## src/rtl/irq_pending_latch_pkg.sv

```systemverilog
// Shared definitions for the interrupt pending latch: line count,
// acknowledge code constants and the code-to-line mapping.
package irq_pending_latch_pkg;

    localparam int NLINES = 4;

    // Acknowledge codes, MSB-first: line0 is the all-ones code.
    localparam logic [1:0] CODE_L0 = 2'b11;
    localparam logic [1:0] CODE_L1 = 2'b10;
    localparam logic [1:0] CODE_L2 = 2'b01;
    localparam logic [1:0] CODE_L3 = 2'b00;

    // Map an acknowledge code onto the line index it addresses.
    function automatic logic [1:0] code_to_idx(input logic [1:0] code);
        case (code)
            CODE_L0: return 2'd0;
            CODE_L1: return 2'd1;
            CODE_L2: return 2'd2;
            default: return 2'd3;
        endcase
    endfunction

endpackage

```

## src/rtl/irq_pending_latch_line.sv

```systemverilog
// One request line: pending bit, sticky overflow flag and masked,
// registered output. A set event beats a coincident acknowledge.
module irq_line_cell (
    input  logic clk,
    input  logic rst_n,
    input  logic evt,
    input  logic clr,
    input  logic mask,
    output logic d,
    output logic ovf
);

    logic pend_q, pend_d;
    logic ovf_q, ovf_d;
    logic d_q, d_d;

    // Next-state: set wins over clear; overflow only on an unacked re-hit.
    always_comb begin
        pend_d = pend_q;
        ovf_d  = ovf_q;
        if (evt) begin
            pend_d = 1'b1;
            if (pend_q && !clr) begin
                ovf_d = 1'b1;
            end
        end else if (clr) begin
            pend_d = 1'b0;
        end
        d_d = pend_d & mask;
    end

    // Line state registers with synchronous active-low reset.
    always_ff @(posedge clk) begin
        if (!rst_n) begin
            pend_q <= 1'b0;
            ovf_q  <= 1'b0;
            d_q    <= 1'b0;
        end else begin
            pend_q <= pend_d;
            ovf_q  <= ovf_d;
            d_q    <= d_d;
        end
    end

    assign d   = d_q;
    assign ovf = ovf_q;

endmodule

```

## src/rtl/irq_pending_latch.sv

```systemverilog
// Interrupt pending latch: captures request edges (or levels) per line,
// holds them until acknowledged and forwards pending & mask downstream.
// Optional macro IRQ_SYNC_EN inserts a 2-flop input synchronizer.
module irq_pending_latch
    import irq_pending_latch_pkg::*;
#(
    parameter int LEVEL = 0
) (
    input  logic              clk,
    input  logic              rst_n,
    input  logic [0:NLINES-1] req,
    input  logic [0:NLINES-1] mask,
    input  logic              ack,
    input  logic [0:1]        ack_code,
    output logic [0:NLINES-1] D,
    output logic              any,
    output logic [0:NLINES-1] ovf
);

    logic [0:NLINES-1] det_in;
    logic              det_ok;
    logic [0:NLINES-1] req_q, req_d;
    logic [0:NLINES-1] evt;
    logic [0:NLINES-1] clr;
    logic [0:NLINES-1] d;

`ifdef IRQ_SYNC_EN
    // The synchronizer restarts from zero on reset; warm_q blanks detection
    // until it has refilled so a line held high through reset stays quiet.
    logic [0:NLINES-1] sync1_q, sync1_d;
    logic [0:NLINES-1] sync2_q, sync2_d;
    logic [1:0]        warm_q, warm_d;

    // Synchronizer and warm-up shift next-state.
    always_comb begin
        sync1_d = req;
        sync2_d = sync1_q;
        warm_d  = {warm_q[0], 1'b1};
    end

    // Synchronizer registers.
    always_ff @(posedge clk) begin
        if (!rst_n) begin
            sync1_q <= '0;
            sync2_q <= '0;
            warm_q  <= '0;
        end else begin
            sync1_q <= sync1_d;
            sync2_q <= sync2_d;
            warm_q  <= warm_d;
        end
    end

    assign det_in = sync2_q;
    assign det_ok = warm_q[1];
`else
    assign det_in = req;
    assign det_ok = 1'b1;
`endif

    // Edge/level detection against the previous sample.
    always_comb begin
        req_d = det_ok ? det_in : req_q;
        evt   = '0;
        for (int i = 0; i < NLINES; i++) begin
            if (LEVEL != 0) begin
                evt[i] = det_ok & det_in[i];
            end else begin
                evt[i] = det_ok & det_in[i] & ~req_q[i];
            end
        end
    end

    // Previous-sample register; loads the live input during reset so that
    // a line already high at release is not seen as a new edge.
    always_ff @(posedge clk) begin
        if (!rst_n) begin
            req_q <= req;
        end else begin
            req_q <= req_d;
        end
    end

    // One-hot clear from the acknowledge strobe.
    always_comb begin
        clr = '0;
        if (ack) begin
            clr[code_to_idx(ack_code)] = 1'b1;
        end
    end

    for (genvar g = 0; g < NLINES; g++) begin : g_line
        irq_line_cell u_cell (
            .clk   (clk),
            .rst_n (rst_n),
            .evt   (evt[g]),
            .clr   (clr[g]),
            .mask  (mask[g]),
            .d     (d[g]),
            .ovf   (ovf[g])
        );
    end

    assign D   = d;
    assign any = |d;

endmodule

```

## config.mk

```make
export PLATFORM = sky130hd
export DESIGN_NAME = irq_pending_latch
export DESIGN_NICKNAME = d
export VERILOG_FILES = /design/src/rtl/irq_pending_latch_pkg.sv /design/src/rtl/irq_pending_latch_line.sv /design/src/rtl/irq_pending_latch.sv
export SDC_FILE = /design/constraint.sdc
export NUM_CORES = 1
export LEC_CHECK = 0
export ABC_AREA = 0
export CAP_MARGIN = 20
export CORE_UTILIZATION = 40
export DETAILED_ROUTE_END_ITERATION = 16
export GPL_ROUTABILITY_DRIVEN = 0
export PLACE_DENSITY = 0.79
export SLEW_MARGIN = 10
export SYNTH_ARGS = -nofsm -noshare
export SYNTH_HDL_FRONTEND = slang
export SYNTH_SLANG_ARGS = --single-unit
```

## constraint.sdc

```tcl
create_clock -name clk -period 1.6 [get_ports clk]
set_input_delay 0.32 -clock clk [delete_from_list [all_inputs] [get_ports clk]]
set_output_delay 0.32 -clock clk [all_outputs]
set_load 0.005 [all_outputs]
```

==> results.cfg, run 1 <==
[outcome]
status = complete, no violations

[clocking]
clk_path_buf_depth = 2
insertion_delay_ps = 270
clkTransAtPathRegs_ps = 90
clkSinkCount = 16
cts_tree = yes
hold_buffers = 0
cts_made_buffers = 3
clockRootBuffer = clkbuf_4
htreeDepth = 1
post-cts-setup-buffer-count = 0

[timing]
hold_viol = 0
finalSetupTns_ps = 0
max_freq_mhz = 653
maxSlewHeadroom_pct = 77.7
period_share_pct = 95.7
layout_min_cycle_time_ps = 1530
rsz0062_at_grt = no
setup_violations = 0
whs_ps = 496
clock_skew_ps = 6.04
drv_slew = 0
worst_pin_slew_ps = 333

[power]
p_leak_nw = 0.309
ir_drop_mv = 0.534
finalPower_mw = 0.772
power_density_nw_per_um2 = 976

[layout]
syn2layout_area_growth_pct = 38.3
finalNetCount = 91
final_util_pct = 60.0
postLayoutCellArea_um2 = 791
layout_common_cells = clkdlybuf4s50_1, dfxtp_1, nor2b_1
fillers = 114
diodes = 0
drive_above_1_share_pct = 10.4
final_common_cell = clkdlybuf4s50_1

[setup_path]
critPathLaunchType = flop
cp.required_ps = 1280
crit_path_top_delay_cell = or4_1
slowest_delay_ps = 490
crit_arrival_ps = 1210
worst-r2r-cell-count = 3
end_kind = output port
crit_type = flop to output port
path_cells = or4_1 > buf_2
worstPathMaxFanout = 2

[yosys]
netlist.area_leader.share_pct = 56.0
synth_cell_type_count = 13
synth_warnings = 0
synth_top_area_cell = dfxtp_1
synth.avg_cell_area_um2 = 9.86
seq_area_frac_synth_pct = 56.0
syn_nets = 71
ys_ff_latch = 16
netlist_area_um2 = 572
synth_area_leaders = dfxtp_1, nor2b_1, buf_4
synthCells = 58

[place]
port_buffers = 21
dpl_cell_area_um2 = 759
dp_hpwl_um = 720

[detailed_routing]
ant_nets = 0
drt_iter0_drc = 2
vias_per_cell = 4.73
vias = 435
drc_errors = 0
wl_per_cell_um = 9.65
wl_um = 888
drt_pass1_iterations = 2

[die]
io_pins = 22
die_area_um2 = 1580
rows = 13
die_w_um = 39.8
initial_utilization_pct = 43.4
coreArea_um2 = 1320
die_h_um = 39.8

[global_route]
grt_remaining_overflow = 0
grt.total_usage_pct = 14.9
antenna_found_initial = 0
grt_pass1_vias = 364
grt_max_degree = 13
grt_pass1_wl_um = 1470

[min_path]
hold_class = flop to flop
holdPathStages = 2

[run]
max-cap-violations = 0
==> Yosys cell counts <==
master,n
dfxtp_1,16
nor2b_1,11
buf_4,8
a21oi_1,4
a31oi_1,4
nand2_1,4
nor2_1,4
nand3b_1,2
and2b_1,1
clkbuf_1,1
nand3_1,1
or3b_1,1
or4_1,1
==> layout make-up <==
type / instances / area (µm²) / share of cell area [%]
clock buffers: 4 / 36.3 / 4.59
multi-input cells: 33 / 188 / 23.7
flip-flops and latches: 16 / 320 / 40.5
well taps: 15 / 18.8 / 2.37
repair buffers: 24 / 228 / 28.8
==> routing by layer <==
layer  part of all wire, %  GRT usage (%)  wire, µm  vias to the layer above
met5                     0              0         0                        -
met4                   1.8           10.3        16                        0
met3                   5.1           3.41        45                        2
met2                    50           24.6       448                       13
met1                    43           16.6       378                      198
li1                      -              -         -                      222
==> stage by stage <==
stage | setup WS (ps) | instances
3_3_place_gp | 47.2 | 88
6_report | 69.4 | 92
2_1_floorplan | 471 | 58
3_5_place_dp | 46.1 | 88
5_1_grt | 7.14 | 92
4_1_cts | 56.6 | 92
==> critical path: cells and delay by family (launching register included) <==
| kind | cells | cell delay [ps] |
|---|---|---|
| buf+inv | 1 | 140 |
| simple gates | 1 | 490 |
| flops | 1 | 310 |
==> timing repair <==
item                       4_1_cts  5_1_grt
gates resized for setup          4        0
setup endpoints to repair        1        0
hold endpoints to repair         0        0
==> state kept, by name, summed over array words and instances (netlist names) <==
signal and cells:
g_line.u_cell.ovf 4, g_line.u_cell.pend_q 4, req_q 4, g_line.u_cell.d 4
==> logic make-up (layout without fill, tap and decap cells) <==
| kind of cell | Yosys count | after routing | share of synthesized area (%) |
|---|---|---|---|
| flip-flops | 16 | 16 | 56.0 |
| buffers and inverters | 9 | 28 | 11.2 |
| AO/OA/AOI/OAI | 8 | 8 | 7.88 |
| AND/OR/NAND/NOR | 25 | 25 | 24.9 |
==> final timing paths <==
check | slack (ps) | endpoint | start
worst max register to register | 780 | g_line[3].u_cell.d | req_q[3]
worst max-delay path | 70 | any | g_line[3].u_cell.d
worst min-delay path | 500 | g_line[2].u_cell.ovf | g_line[2].u_cell.ovf
worst min register to register | 500 | g_line[2].u_cell.ovf | g_line[2].u_cell.ovf
==> power breakdown <==
| part | switching [mW] | leakage [nW] | internal, mW |
|---|---|---|---|
| clock | 0.115 | 0.0210 | 0.138 |
| combinational | 0.0315 | 0.156 | 0.0617 |
| sequential | 0.00761 | 0.132 | 0.418 |
| total | 0.154 | 0.309 | 0.617 |
No activity file was read; power rests on OpenSTA's default activity.
==> inputs of run 2 (changes only) <==
--- a/config.mk
+++ b/config.mk
@@ -10,7 +10,7 @@
 export CORE_UTILIZATION = 40
 export DETAILED_ROUTE_END_ITERATION = 16
 export GPL_ROUTABILITY_DRIVEN = 0
-export PLACE_DENSITY = 0.79
+export PLACE_DENSITY = 0.85
 export SLEW_MARGIN = 10
 export SYNTH_ARGS = -nofsm -noshare
 export SYNTH_HDL_FRONTEND = slang
==> results.cfg, run 2 (synthesis gave the netlist of run 1 again) <==
[outcome]
status = complete, no violations

[die]
coreArea_um2 = 1320
die_area_um2 = 1580
die_w_um = 39.8
initial_utilization_pct = 43.4
rows = 13
io_pins = 22
die_h_um = 39.8

[global_route]
grt.total_usage_pct = 14.6
grt_pass1_wl_um = 1430
grt_max_degree = 13
grt_pass1_vias = 357
antenna_found_initial = 0
grt_remaining_overflow = 0

[setup_path]
end_kind = output port
crit_type = flop to output port
crit_arrival_ps = 1220
critPathLaunchType = flop
cp.required_ps = 1280
worstPathMaxFanout = 2

[clocking]
clockRootBuffer = clkbuf_4
clkTransAtPathRegs_ps = 80
hold_buffers = 0
htreeDepth = 1
post-cts-setup-buffer-count = 0
clkSinkCount = 16
clk_path_buf_depth = 2
cts_made_buffers = 3
insertion_delay_ps = 280
cts_tree = yes
cts_resized = 4

[timing]
worst_pin_slew_ps = 331
maxSlewHeadroom_pct = 77.8
setup_violations = 0
finalSetupTns_ps = 0
rsz0062_at_grt = no
max_freq_mhz = 651
layout_min_cycle_time_ps = 1540
clock_skew_ps = 2.98
drv_slew = 0
period_share_pct = 96.1
hold_viol = 0

[detailed_routing]
drt_iter0_drc = 2
ant_nets = 0
vias_per_cell = 4.82
dr.max_layer_used = met4
wl_per_cell_um = 9.88
wl_um = 889
met2_length_um = 427
wl_met3_um = 34
wirelength_met1_um = 398
vias = 434
drt_pass1_iterations = 4
drc_errors = 0

[layout]
finalNetCount = 90
layout_common_cells = clkdlybuf4s50_1, dfxtp_1, nor2b_1
final_common_cell = clkdlybuf4s50_1
final-seq-area_um2 = 320
multi_input_area_um2 = 188
drive_above_1_share_pct = 8.00
diodes = 0
fillers = 122
instances_no_fill = 90
syn2layout_area_growth_pct = 34.6

[power]
combPwrFrac_pct = 12.7
power_density_nw_per_um2 = 928
internal_power_mw = 0.565
pwr-share-seq_pct = 59.5
clkPwrFrac_pct = 27.8
switching_power_mw = 0.149
finalPower_mw = 0.714
switching_share_pct = 20.9
p_leak_nw = 0.297
ir_drop_mv = 0.642

[place]
port_buffers = 21
dp_cells = 87

[run]
max-cap-violations = 0

[min_path]
hold_class = flop to flop
-- run 2: changes by cell type in the layout (fill, tap and decap cells not counted), sizes merged --
cell | previous run | this run
clkbuf | 4 | 3
buf | 4 | 3
-- run 2: stage by stage --
stage	setup WS (ps)	util, %	hold slack [ps]	cell area (µm²)
final	63.1	58.4	495	769
after global routing	13.0	58.4	494	769
after floorplan	471	-	348	572
after CTS	58.1	58.4	501	769
after global placement	40.8	57.1	473	752
after detailed placement	30.3	57.1	484	752
-- run 2: final timing paths --
path	from	endpoint	slack, ps	depth (start not counted)
min reg2reg	g_line[2].u_cell.ovf	g_line[2].u_cell.ovf	500	2
max reg2reg	req_q[3]	g_line[3].u_cell.pend_q	780	3
min	g_line[2].u_cell.ovf	g_line[2].u_cell.ovf	500	2
max	g_line[3].u_cell.d	any	60	2
-- run 2: final cells by class --
cell class / count / area share [%]
Sequential cell: 16 / 41.6
Tap cell: 15 / 2.44
Timing Repair Buffer: 23 / 28.6
Clock buffer: 3 / 2.93
Multi-Input combinational cell: 33 / 24.4
-- run 2: worst max-delay path, cell delays in order, from the launching register on --
cell and delay [ps]:
dfxtp_1 310, or4_1 490, buf_2 140
-- run 2: power by group through the flow --
stage / Combinational (mW) / Clock [mW] / Sequential, mW
global placement: 0.0927 / 0 / 0.434
global route: 0.101 / 0.225 / 0.428
CTS: 0.0921 / 0.205 / 0.425
floorplan: 0.0439 / 0 / 0.433
finish: 0.0906 / 0.199 / 0.425
detailed placement: 0.0944 / 0 / 0.435
-- run 2: metal layers --
metal	track usage (%)	up-vias
met5	0	-
met3	5.11	4
li1	-	222
met4	10.3	0
met2	23.8	14
met1	15.2	194
